--- config.mk ---
export PLATFORM = sky130hd
export DESIGN_NAME = aabb_slab_reducer
export DESIGN_NICKNAME = d
export VERILOG_FILES = /design/src/rtl/aabb_slab_reducer_pkg.sv /design/src/rtl/aabb_slab_reducer.sv
export SDC_FILE = /design/constraint.sdc
export NUM_CORES = 1
export LEC_CHECK = 0
export CORE_MARGIN = 4
export CORE_UTILIZATION = 41
export DETAILED_ROUTE_END_ITERATION = 16
export GPL_TIMING_DRIVEN = 0
export PLACE_DENSITY = 0.68
export SLEW_MARGIN = 20
export SYNTH_ARGS = -nofsm -noshare
export SYNTH_HDL_FRONTEND = slang
export SYNTH_SLANG_ARGS = --single-unit
--- constraint.sdc ---
create_clock -name clk -period 6.1 [get_ports clk]
set_clock_uncertainty 0.1 [all_clocks]
set_input_delay 0.915 -clock clk [delete_from_list [all_inputs] [get_ports clk]]
set_output_delay 0.915 -clock clk [all_outputs]
set_load 0.01 [all_outputs]
--- src/rtl/aabb_slab_reducer_pkg.sv ---
// Shared definitions for the ray/AABB slab reduction stage: FP word layout,
// exception codes, FSM state and comparison step encodings.
package raabb_pkg;

  localparam int FP_W = 21;

  localparam logic [1:0] EXC_ZERO   = 2'b00;
  localparam logic [1:0] EXC_NORMAL = 2'b01;
  localparam logic [1:0] EXC_INF    = 2'b10;
  localparam logic [1:0] EXC_NAN    = 2'b11;

  localparam logic [FP_W-1:0] FP_ZERO = {EXC_ZERO, {(FP_W-2){1'b0}}};

  typedef enum logic [1:0] {
    ST_IDLE,
    ST_ISSUE,
    ST_WAIT,
    ST_DONE
  } state_t;

  typedef enum logic [2:0] {
    STEP_NEAR_XY  = 3'd0,
    STEP_NEAR_Z   = 3'd1,
    STEP_FAR_XY   = 3'd2,
    STEP_FAR_Z    = 3'd3,
    STEP_OVERLAP  = 3'd4,
    STEP_POSITIVE = 3'd5
  } step_t;

  function automatic logic exc_is_nan(input logic [1:0] exc);
    return exc == EXC_NAN;
  endfunction

  // Strictly negative: negative zero does not count.
  function automatic logic fp_is_neg(input logic [1:0] exc, input logic sign);
    return sign && ((exc == EXC_NORMAL) || (exc == EXC_INF));
  endfunction

endpackage

--- src/rtl/aabb_slab_reducer.sv ---
// Reduces six slab distances to tNear/tFar and a hit flag using one shared
// external comparator. Define AABB_EARLY_EXIT_EN to skip the last two steps when tFar < 0.
module aabb_slab_reducer
  import raabb_pkg::*;
#(
  parameter int width   = 20,
  parameter int CMP_LAT = 3
) (
  input  logic           clk,
  input  logic           rst,
  input  logic           in_valid,
  output logic           in_ready,
  input  logic [width:0] tnear_x,
  input  logic [width:0] tnear_y,
  input  logic [width:0] tnear_z,
  input  logic [width:0] tfar_x,
  input  logic [width:0] tfar_y,
  input  logic [width:0] tfar_z,
  output logic [width:0] cmp_a,
  output logic [width:0] cmp_b,
  input  logic           cmp_ge,
  output logic           out_valid,
  input  logic           out_ready,
  output logic           hit,
  output logic [width:0] t_near,
  output logic [width:0] t_far
);

  localparam int CNT_W = (CMP_LAT > 1) ? $clog2(CMP_LAT) : 1;
  localparam logic [CNT_W-1:0] CNT_LAST = CNT_W'(CMP_LAT - 1);

  typedef logic [width:0] word_t;

  state_t           state_q, state_d;
  step_t            step_q, step_d;
  logic [CNT_W-1:0] cnt_q, cnt_d;
  word_t            nx_q, nx_d, ny_q, ny_d, nz_q, nz_d;
  word_t            fx_q, fx_d, fy_q, fy_d, fz_q, fz_d;
  word_t            tn_q, tn_d, tf_q, tf_d;
  logic             g1_q, g1_d, g2_q, g2_d, nan_q, nan_d;

  word_t            op_a, op_b;
  logic             any_nan;

  always_ff @(posedge clk) begin
    if (rst) begin
      state_q <= ST_IDLE;
      step_q  <= STEP_NEAR_XY;
      cnt_q   <= '0;
      nx_q    <= '0;
      ny_q    <= '0;
      nz_q    <= '0;
      fx_q    <= '0;
      fy_q    <= '0;
      fz_q    <= '0;
      tn_q    <= '0;
      tf_q    <= '0;
      g1_q    <= 1'b0;
      g2_q    <= 1'b0;
      nan_q   <= 1'b0;
    end else begin
      state_q <= state_d;
      step_q  <= step_d;
      cnt_q   <= cnt_d;
      nx_q    <= nx_d;
      ny_q    <= ny_d;
      nz_q    <= nz_d;
      fx_q    <= fx_d;
      fy_q    <= fy_d;
      fz_q    <= fz_d;
      tn_q    <= tn_d;
      tf_q    <= tf_d;
      g1_q    <= g1_d;
      g2_q    <= g2_d;
      nan_q   <= nan_d;
    end
  end

  always_comb begin
    op_a = '0;
    op_b = '0;
    case (step_q)
      STEP_NEAR_XY:  begin op_a = ny_q; op_b = nx_q; end
      STEP_NEAR_Z:   begin op_a = nz_q; op_b = tn_q; end
      STEP_FAR_XY:   begin op_a = fy_q; op_b = fx_q; end
      STEP_FAR_Z:    begin op_a = fz_q; op_b = tf_q; end
      STEP_OVERLAP:  begin op_a = tf_q; op_b = tn_q; end
      STEP_POSITIVE: begin op_a = tf_q; op_b = word_t'(FP_ZERO); end
      default:       begin op_a = '0;   op_b = '0;   end
    endcase
  end

  always_comb begin
    any_nan = exc_is_nan(tnear_x[width:width-1]) | exc_is_nan(tnear_y[width:width-1]) |
              exc_is_nan(tnear_z[width:width-1]) | exc_is_nan(tfar_x[width:width-1])  |
              exc_is_nan(tfar_y[width:width-1])  | exc_is_nan(tfar_z[width:width-1]);
  end

  always_comb begin
    state_d = state_q;
    step_d  = step_q;
    cnt_d   = cnt_q;
    nx_d    = nx_q;
    ny_d    = ny_q;
    nz_d    = nz_q;
    fx_d    = fx_q;
    fy_d    = fy_q;
    fz_d    = fz_q;
    tn_d    = tn_q;
    tf_d    = tf_q;
    g1_d    = g1_q;
    g2_d    = g2_q;
    nan_d   = nan_q;

    case (state_q)
      ST_IDLE: begin
        if (in_valid) begin
          nx_d    = tnear_x;
          ny_d    = tnear_y;
          nz_d    = tnear_z;
          fx_d    = tfar_x;
          fy_d    = tfar_y;
          fz_d    = tfar_z;
          nan_d   = any_nan;
          g1_d    = 1'b0;
          g2_d    = 1'b0;
          step_d  = STEP_NEAR_XY;
          state_d = ST_ISSUE;
        end
      end
      ST_ISSUE: begin
        cnt_d   = '0;
        state_d = ST_WAIT;
      end
      ST_WAIT: begin
        if (cnt_q == CNT_LAST) begin
          case (step_q)
            STEP_NEAR_XY:  tn_d = cmp_ge ? ny_q : nx_q;
            STEP_NEAR_Z:   tn_d = cmp_ge ? nz_q : tn_q;
            STEP_FAR_XY:   tf_d = cmp_ge ? fx_q : fy_q;
            STEP_FAR_Z:    tf_d = cmp_ge ? tf_q : fz_q;
            STEP_OVERLAP:  g1_d = cmp_ge;
            STEP_POSITIVE: g2_d = cmp_ge;
            default:       ;
          endcase
          if (step_q == STEP_POSITIVE) begin
            state_d = ST_DONE;
          end else begin
            step_d  = step_t'(step_q + 3'd1);
            state_d = ST_ISSUE;
          end
`ifdef AABB_EARLY_EXIT_EN
          // Uses the freshly reduced tf, so the decision lands in the same cycle as step 3.
          if ((step_q == STEP_FAR_Z) && fp_is_neg(tf_d[width:width-1], tf_d[width-2])) begin
            g1_d    = 1'b0;
            state_d = ST_DONE;
          end
`endif
        end else begin
          cnt_d = cnt_q + 1'b1;
        end
      end
      ST_DONE: begin
        if (out_ready) begin
          state_d = ST_IDLE;
        end
      end
      default: state_d = ST_IDLE;
    endcase
  end

  always_comb begin
    in_ready  = (state_q == ST_IDLE);
    out_valid = (state_q == ST_DONE);
    if ((state_q == ST_ISSUE) || (state_q == ST_WAIT)) begin
      cmp_a = op_a;
      cmp_b = op_b;
    end else begin
      cmp_a = '0;
      cmp_b = '0;
    end
    if (state_q == ST_DONE) begin
      hit    = g1_q & g2_q & ~nan_q;
      t_near = tn_q;
      t_far  = tf_q;
    end else begin
      hit    = 1'b0;
      t_near = '0;
      t_far  = '0;
    end
  end

endmodule

==> results_dict.tcl, run 1 <==
set metrics [dict create \
    run_status "finished clean" \
    synth_top_family_by_area "compound AO/OA/AOI/OAI gates" \
    syn2layout_area_growth_pct 33.7 \
    ys_warn_count 0 \
    crit_path_frequent_cell "clkbuf_1" \
    yosysTopAreaCell "dfxtp_1" \
    hpwl_mm 26.8 \
    slew_headroom 0.545 \
    post_cts_buffers 0 \
    holdCritPathClass "reg -> reg" \
    drt_pre_antenna_iters 5 \
    die_width_um 157 \
    row_count 54 \
    placed_cells 1654 \
    die_area_um2 24800 \
    avgViaCountPerCell 5.50 \
    ys_ff_latch 178 \
    post_synth_num_cell_types 42 \
    crit_path_max_fanout 11 \
    reg2reg_setup_slack_ns 3.14 \
    die_h_um 157 \
    cts_sinks 178 \
    slowest_delay_ns 0.55 \
    grt_pass1_wl_mm 50.0 \
    cts_tree "yes" \
    ir_drop_mv 0.186 \
    tightest_slew_ns 0.682 \
    multi_input_area_um2 5110 \
    worstPathRequired_ns 5.08 \
    worstSetupPathType "reg -> out" \
    fmax_mhz 209 \
    cpMaxStageDelayCell "clkdlybuf4s50_1" \
    drive_gt1_frac 0.0875 \
    synth.net_count 1300 \
    start_kind "register" \
    worst_slack_ns 1.31 \
    fin_crit_ns 4.79 \
    synthCells 1159 \
    finalSetupTns_ns 0 \
    setup_viol 0 \
    final_max_slew_viol_count 0 \
    numCtsBuffers 17 \
    seqCellArea_um2 3560 \
    wl_mm 33.7 \
    p_per_area_nw_per_um2 302 \
    power_w 0.00370 \
    nets 1534 \
    stdcell_count 1685 \
    final_util 0.559 \
    start_util 0.418 \
    post-place-ws_ns 1.83 \
    synth_top_area_frac 0.389 \
    synth_area_leaders "dfxtp_1 39%, nand2_1 13%, a21oi_1 9.5%, mux2_2 5.3%, mux2i_1 5.0%" \
    synthAdderAreaFrac 0.0137 \
    clockBufferDepth 2 \
    first_global_vias 8747 \
    ioPinCount 218 \
    p_leak_nw 4.61 \
    n_fill_cell 2156 \
    arrival_ns 3.77 \
    hold_violations 0 \
    grt-ovfl-total 0 \
    track_usage 0.264 \
    ant_nets 0 \
    synth_xor_area_frac 0 \
    antenna_found_initial 0 \
    h-tree-depth 4 \
    insertion_delay_ns 0.43 \
    yosys.area_share.simple 0.218 \
    core_um2 21900 \
    ys_seq_area_frac 0.389 \
    clk_pin_slew_ns 0.07 \
    drtIter0Drc 935 \
    crit_path_cell_trace "buf_2 -> inv_1 -> clkbuf_1 -> ha_1 -> clkbuf_1 -> clkbuf_1 -> a22oi_1 -> nand3_1 -> and3_1 -> clkdlybuf4s50_1" \
    drc_errors 0 \
    routedWlPerCell_um 20.0 \
    io_buffers 215 \
    grt_max_degree 17 \
    syn_area_um2 9160 \
    cap_viol_max_count 0 \
    synth-compound-area-share 0.224 \
    vias 9269 \
    antenna_cells 0 \
    cts_root_buf "clkbuf_16" \
    muxShareOfSynthArea 0.103 \
    ctsHoldBuffers 0 \
    cts_resized 0 \
    layout_commonest_cell "nand2_1" \
    synth_area_per_cell_um2 7.90 \
    period_share 0.784 \
    mostFrequentLayoutCells "322 x nand2_1, 215 x clkdlybuf4s50_1, 178 x dfxtp_1" \
    crit_path_end_kind "output port" \
    rsz0062_at_grt "false" \
    gp_routability_congestion 0.969 \
]
==> kinds of logic after synthesis <==
family / count (synthesis)
adder cells (fa/ha/maj): 10
multiplexers: 89
flip-flops: 178
AO/OA/AOI/OAI: 316
buffers and inverters: 114
AND/OR/NAND/NOR: 452
==> cell usage after synthesis (all sizes together) <==
cell / instances
nand2b: 24
a221oi: 2
and2: 43
o21bai: 1
a21oi: 173
nor3: 2
inv: 7
nor2: 2
o32ai: 2
nand2: 322
and3: 22
a222oi: 21
o21ai: 22
or4: 1
buf: 26
clkbuf: 80
o31ai: 1
nand4: 2
a21bo: 2
ha: 10
a31oi: 1
or2: 1
o21ba: 1
and4b: 1
a32oi: 1
dfxtp: 178
o22ai: 21
a22o: 1
nor2b: 4
clkinv: 1
mux2: 43
nor3b: 1
a32o: 1
o211ai: 21
a22oi: 42
a211oi: 3
nand3: 26
or2b: 1
mux2i: 46
==> layer usage <==
layer,GRT usage,part of all wire,routed length (um),up-vias
li1,-,-,-,4519
met1,0.367,0.44,14800,4324
met2,0.419,0.46,15400,384
met3,0.0572,0.089,2990,42
met4,0.0639,0.017,585,0
met5,0,0,0,-
==> path summary, 6_finish.rpt <==
| check | from | end | cells after the start |
|---|---|---|---|
| max | step_q[2]$_SDFFE_PP0P_ | cmp_a[6] | 10 |
| min | cnt_q[0]$_SDFFE_PP0P_ | cnt_q[0]$_SDFFE_PP0P_ | 2 |
| min reg2reg | cnt_q[0]$_SDFFE_PP0P_ | cnt_q[0]$_SDFFE_PP0P_ | 2 |
| max reg2reg | step_q[2]$_SDFFE_PP0P_ | tf_q[12]$_SDFFE_PP0P_ | 9 |
==> worst max-delay path: cells and delay by family, from the launching register on <==
kind | cells | cell delay, ns
adder cells (fa/ha/maj) | 1 | 0.23
AND/OR/NAND/NOR | 2 | 0.32
buffers and inverters | 6 | 2.21
AO/OA/AOI/OAI | 1 | 0.19
flip-flops | 1 | 0.38
==> state kept, by name, summed over array words and instances, names as in the netlist <==
register and flops:
cnt_q 2, fx_q 21, fy_q 21, fz_q 21
g1_q 1, g2_q 1, nan_q 1, nx_q 21
ny_q 21, nz_q 21, state_q 2, step_q 3
tf_q 21, tn_q 21
==> stage by stage <==
stage / cell area [um^2] / hold WS, ns
2_1_floorplan: 9160 / 0.331
3_3_place_gp: 11700 / 0.342
3_5_place_dp: 11700 / 0.347
4_1_cts: 12200 / 0.359
5_1_grt: 12200 / 0.395
6_report: 12200 / 0.359
==> where the power goes <==
part	switching (W)	total, W	leakage [nW]	internal [W]
combinational	0.000660	0.00111	2.88	0.000454
clock	0.000493	0.00111	0.276	0.000619
sequential	0.000155	0.00147	1.45	0.00132
total	0.00131	0.00370	4.61	0.00239
==> layout make-up <==
| class | instances | share of cell area |
|---|---|---|
| Inverter | 8 | 0.00245 |
| Sequential cell | 178 | 0.291 |
| Multi-Input combinational cell | 867 | 0.418 |
| Clock buffer | 18 | 0.0359 |
| Tap cell | 280 | 0.0286 |
| Timing Repair Buffer | 215 | 0.176 |
| Clock inverter | 13 | 0.0121 |
| Buffer | 106 | 0.0365 |
No activity file was read; power rests on OpenSTA's default activity.
==> run 2: changes to the inputs <==
- clock period: 6.1 -> 5.02 ns (I/O delays scaled with it)
==> results of run 2 <==
The final DEF is identical to that of run 1. Status: finished clean.
Main changes from that run: setup slack after placement 1.83 ns -> 0.916 ns; setup slack after layout 1.31 ns -> 0.397 ns; register-to-register setup slack 3.14 ns -> 2.06 ns; total power 0.00370 W -> 0.00449 W; worst IR drop on VDD 0.186 mV -> 0.227 mV
==> run 3: changes to the inputs <==
- DONT_BUFFER_PORTS: default -> 1
- PLACE_DENSITY: 0.68 -> default
==> run 3 against run 2 <==
Effect of this change: die area unchanged; critical path type unchanged; hold slack worse by 0.020 ns; via count is 8.0% lower; sequential share of layout area is 6.3 points higher; global-route usage is 0.16 points lower; register-to-register slack got worse by 0.02 ns; cell count shrank 13%; final area is 18% lower.
==> results_dict.tcl, run 3 (same netlist as run 1, synthesis figures left out) <==
set metrics [dict create \
    fmax_mhz 236 \
    grt_pass1_wl_mm 49.4 \
    ant_nets 0 \
    hold_violations 0 \
    insertion_delay_ns 0.44 \
    final_max_slew_viol_count 0 \
    arrival_ns 3.38 \
    nets 1319 \
    first_global_vias 8061 \
    routedWlPerCell_um 22.7 \
    track_usage 0.262 \
    drc_errors 0 \
    antenna_cells 0 \
    ioPinCount 218 \
    avgViaCountPerCell 5.80 \
    drive_gt1_frac 0.102 \
    p_per_area_nw_per_um2 420 \
    clk_pin_slew_ns 0.07 \
    cts_sinks 178 \
    n_fill_cell 2281 \
    start_kind "register" \
    drt_pre_antenna_iters 8 \
    cap_viol_max_count 0 \
    die_h_um 157 \
    row_count 54 \
    layout_commonest_cell "nand2_1" \
    ctsHoldBuffers 0 \
    cts_resized 0 \
    setup_viol 0 \
    vias 8524 \
    finalSetupTns_ns 0 \
    run_status "finished clean" \
    crit_path_max_fanout 11 \
    core_um2 21900 \
    grt_max_degree 17 \
    io_buffers 0 \
    post-place-ws_ns 1.29 \
    reg2reg_setup_slack_ns 2.04 \
    hold_depth 2 \
    placed_area_um2 9510 \
    final_area_um2 10100 \
    syn2layout_area_growth_pct 9.85 \
    mostFrequentLayoutCells "322 x nand2_1, 178 x dfxtp_1, 173 x a21oi_1" \
    drtIter0Drc 790 \
    grt-ovfl-total 0 \
    period_share 0.843 \
    ir_drop_mv 0.252 \
    placed_cells 1439 \
    holdCritPathClass "in -> reg" \
    gp_routability_congestion 0.975 \
    die_width_um 157 \
    clockBufferDepth 2 \
    hpwl_mm 26.6 \
    tightest_slew_ns 0.727 \
    slew_headroom 0.516 \
    worstSetupPathType "reg -> out" \
    worst_slack_ns 0.789 \
    crit_path_end_kind "output port" \
    rsz0062_at_grt "false" \
    start_util 0.418 \
    antenna_found_initial 0 \
    fin_crit_ns 4.23 \
    numCtsBuffers 17 \
    worstPathRequired_ns 4.17 \
    final_util 0.459 \
    cts_tree "yes" \
    die_area_um2 24800 \
    cts_root_buf "clkbuf_16" \
    stdcell_count 1470 \
    post_cts_buffers 0 \
    wl_mm 33.4 \
    h-tree-depth 4 \
    r2r_cells 9 \
    p_leak_nw 3.79 \
]
[run 3: cell count changes in the layout (fill, tap and decap cells not counted), sizes merged]
cell           delta
clkbuf            +2
inv               -2
clkdlybuf4s50   -215
bufinv            -1
clkinv            +1
[run 3: path summary, 6_finish.rpt]
check                         startpoint                     to
setup / recovery  step_q[2]$_SDFFE_PP0P_              cmp_b[20]
hold / removal                tnear_z[1]   nz_q[1]$_SDFFE_PP0P_
setup reg to reg  step_q[2]$_SDFFE_PP0P_   tf_q[9]$_SDFFE_PP0P_
hold reg to reg    cnt_q[0]$_SDFFE_PP0P_  cnt_q[0]$_SDFFE_PP0P_
[run 3: metrics by stage]
stage,power [W],hold WS [ns]
floorplan,0.00257,0.331
global placement,0.00293,0.340
detailed placement,0.00296,0.347
CTS,0.00423,0.330
global route,0.00444,0.339
finish,0.00423,0.339
[run 3: where the power goes]
group	internal [W]	switching [W]
Clock	0.000697	0.000592
Sequential	0.00160	0.000187
Combinational	0.000375	0.000775
[run 3: final cells by class]
| type | instances | area (um^2) | area share |
|---|---|---|---|
| Buffer | 106 | 447 | 0.0444 |
| Clock buffer | 20 | 447 | 0.0444 |
| Clock inverter | 11 | 105 | 0.0105 |
| Inverter | 8 | 30.0 | 0.00299 |
| Multi-Input combinational cell | 867 | 5110 | 0.509 |
| Sequential cell | 178 | 3560 | 0.354 |
| Tap cell | 280 | 350 | 0.0348 |
[run 3: critical path, cell delays in order, from the launching register on]
cell      delay [ns]
dfxtp_1         0.38
buf_2           0.23
inv_1           0.17
clkbuf_1        0.47
ha_1            0.24
clkbuf_1        0.34
clkbuf_1        0.47
a222oi_1        0.22
a21oi_1         0.41
[run 3: metal layers]
metal  share of wire  up-vias  global-route usage  routed length [um]
met1            0.42     3983               0.355               14200
li1                -     4086                   -                   -
met5               0        -                   0                   0
met2            0.44      379               0.402               14800
met4           0.039        0               0.107                1290
met3           0.093       76              0.0635                3110
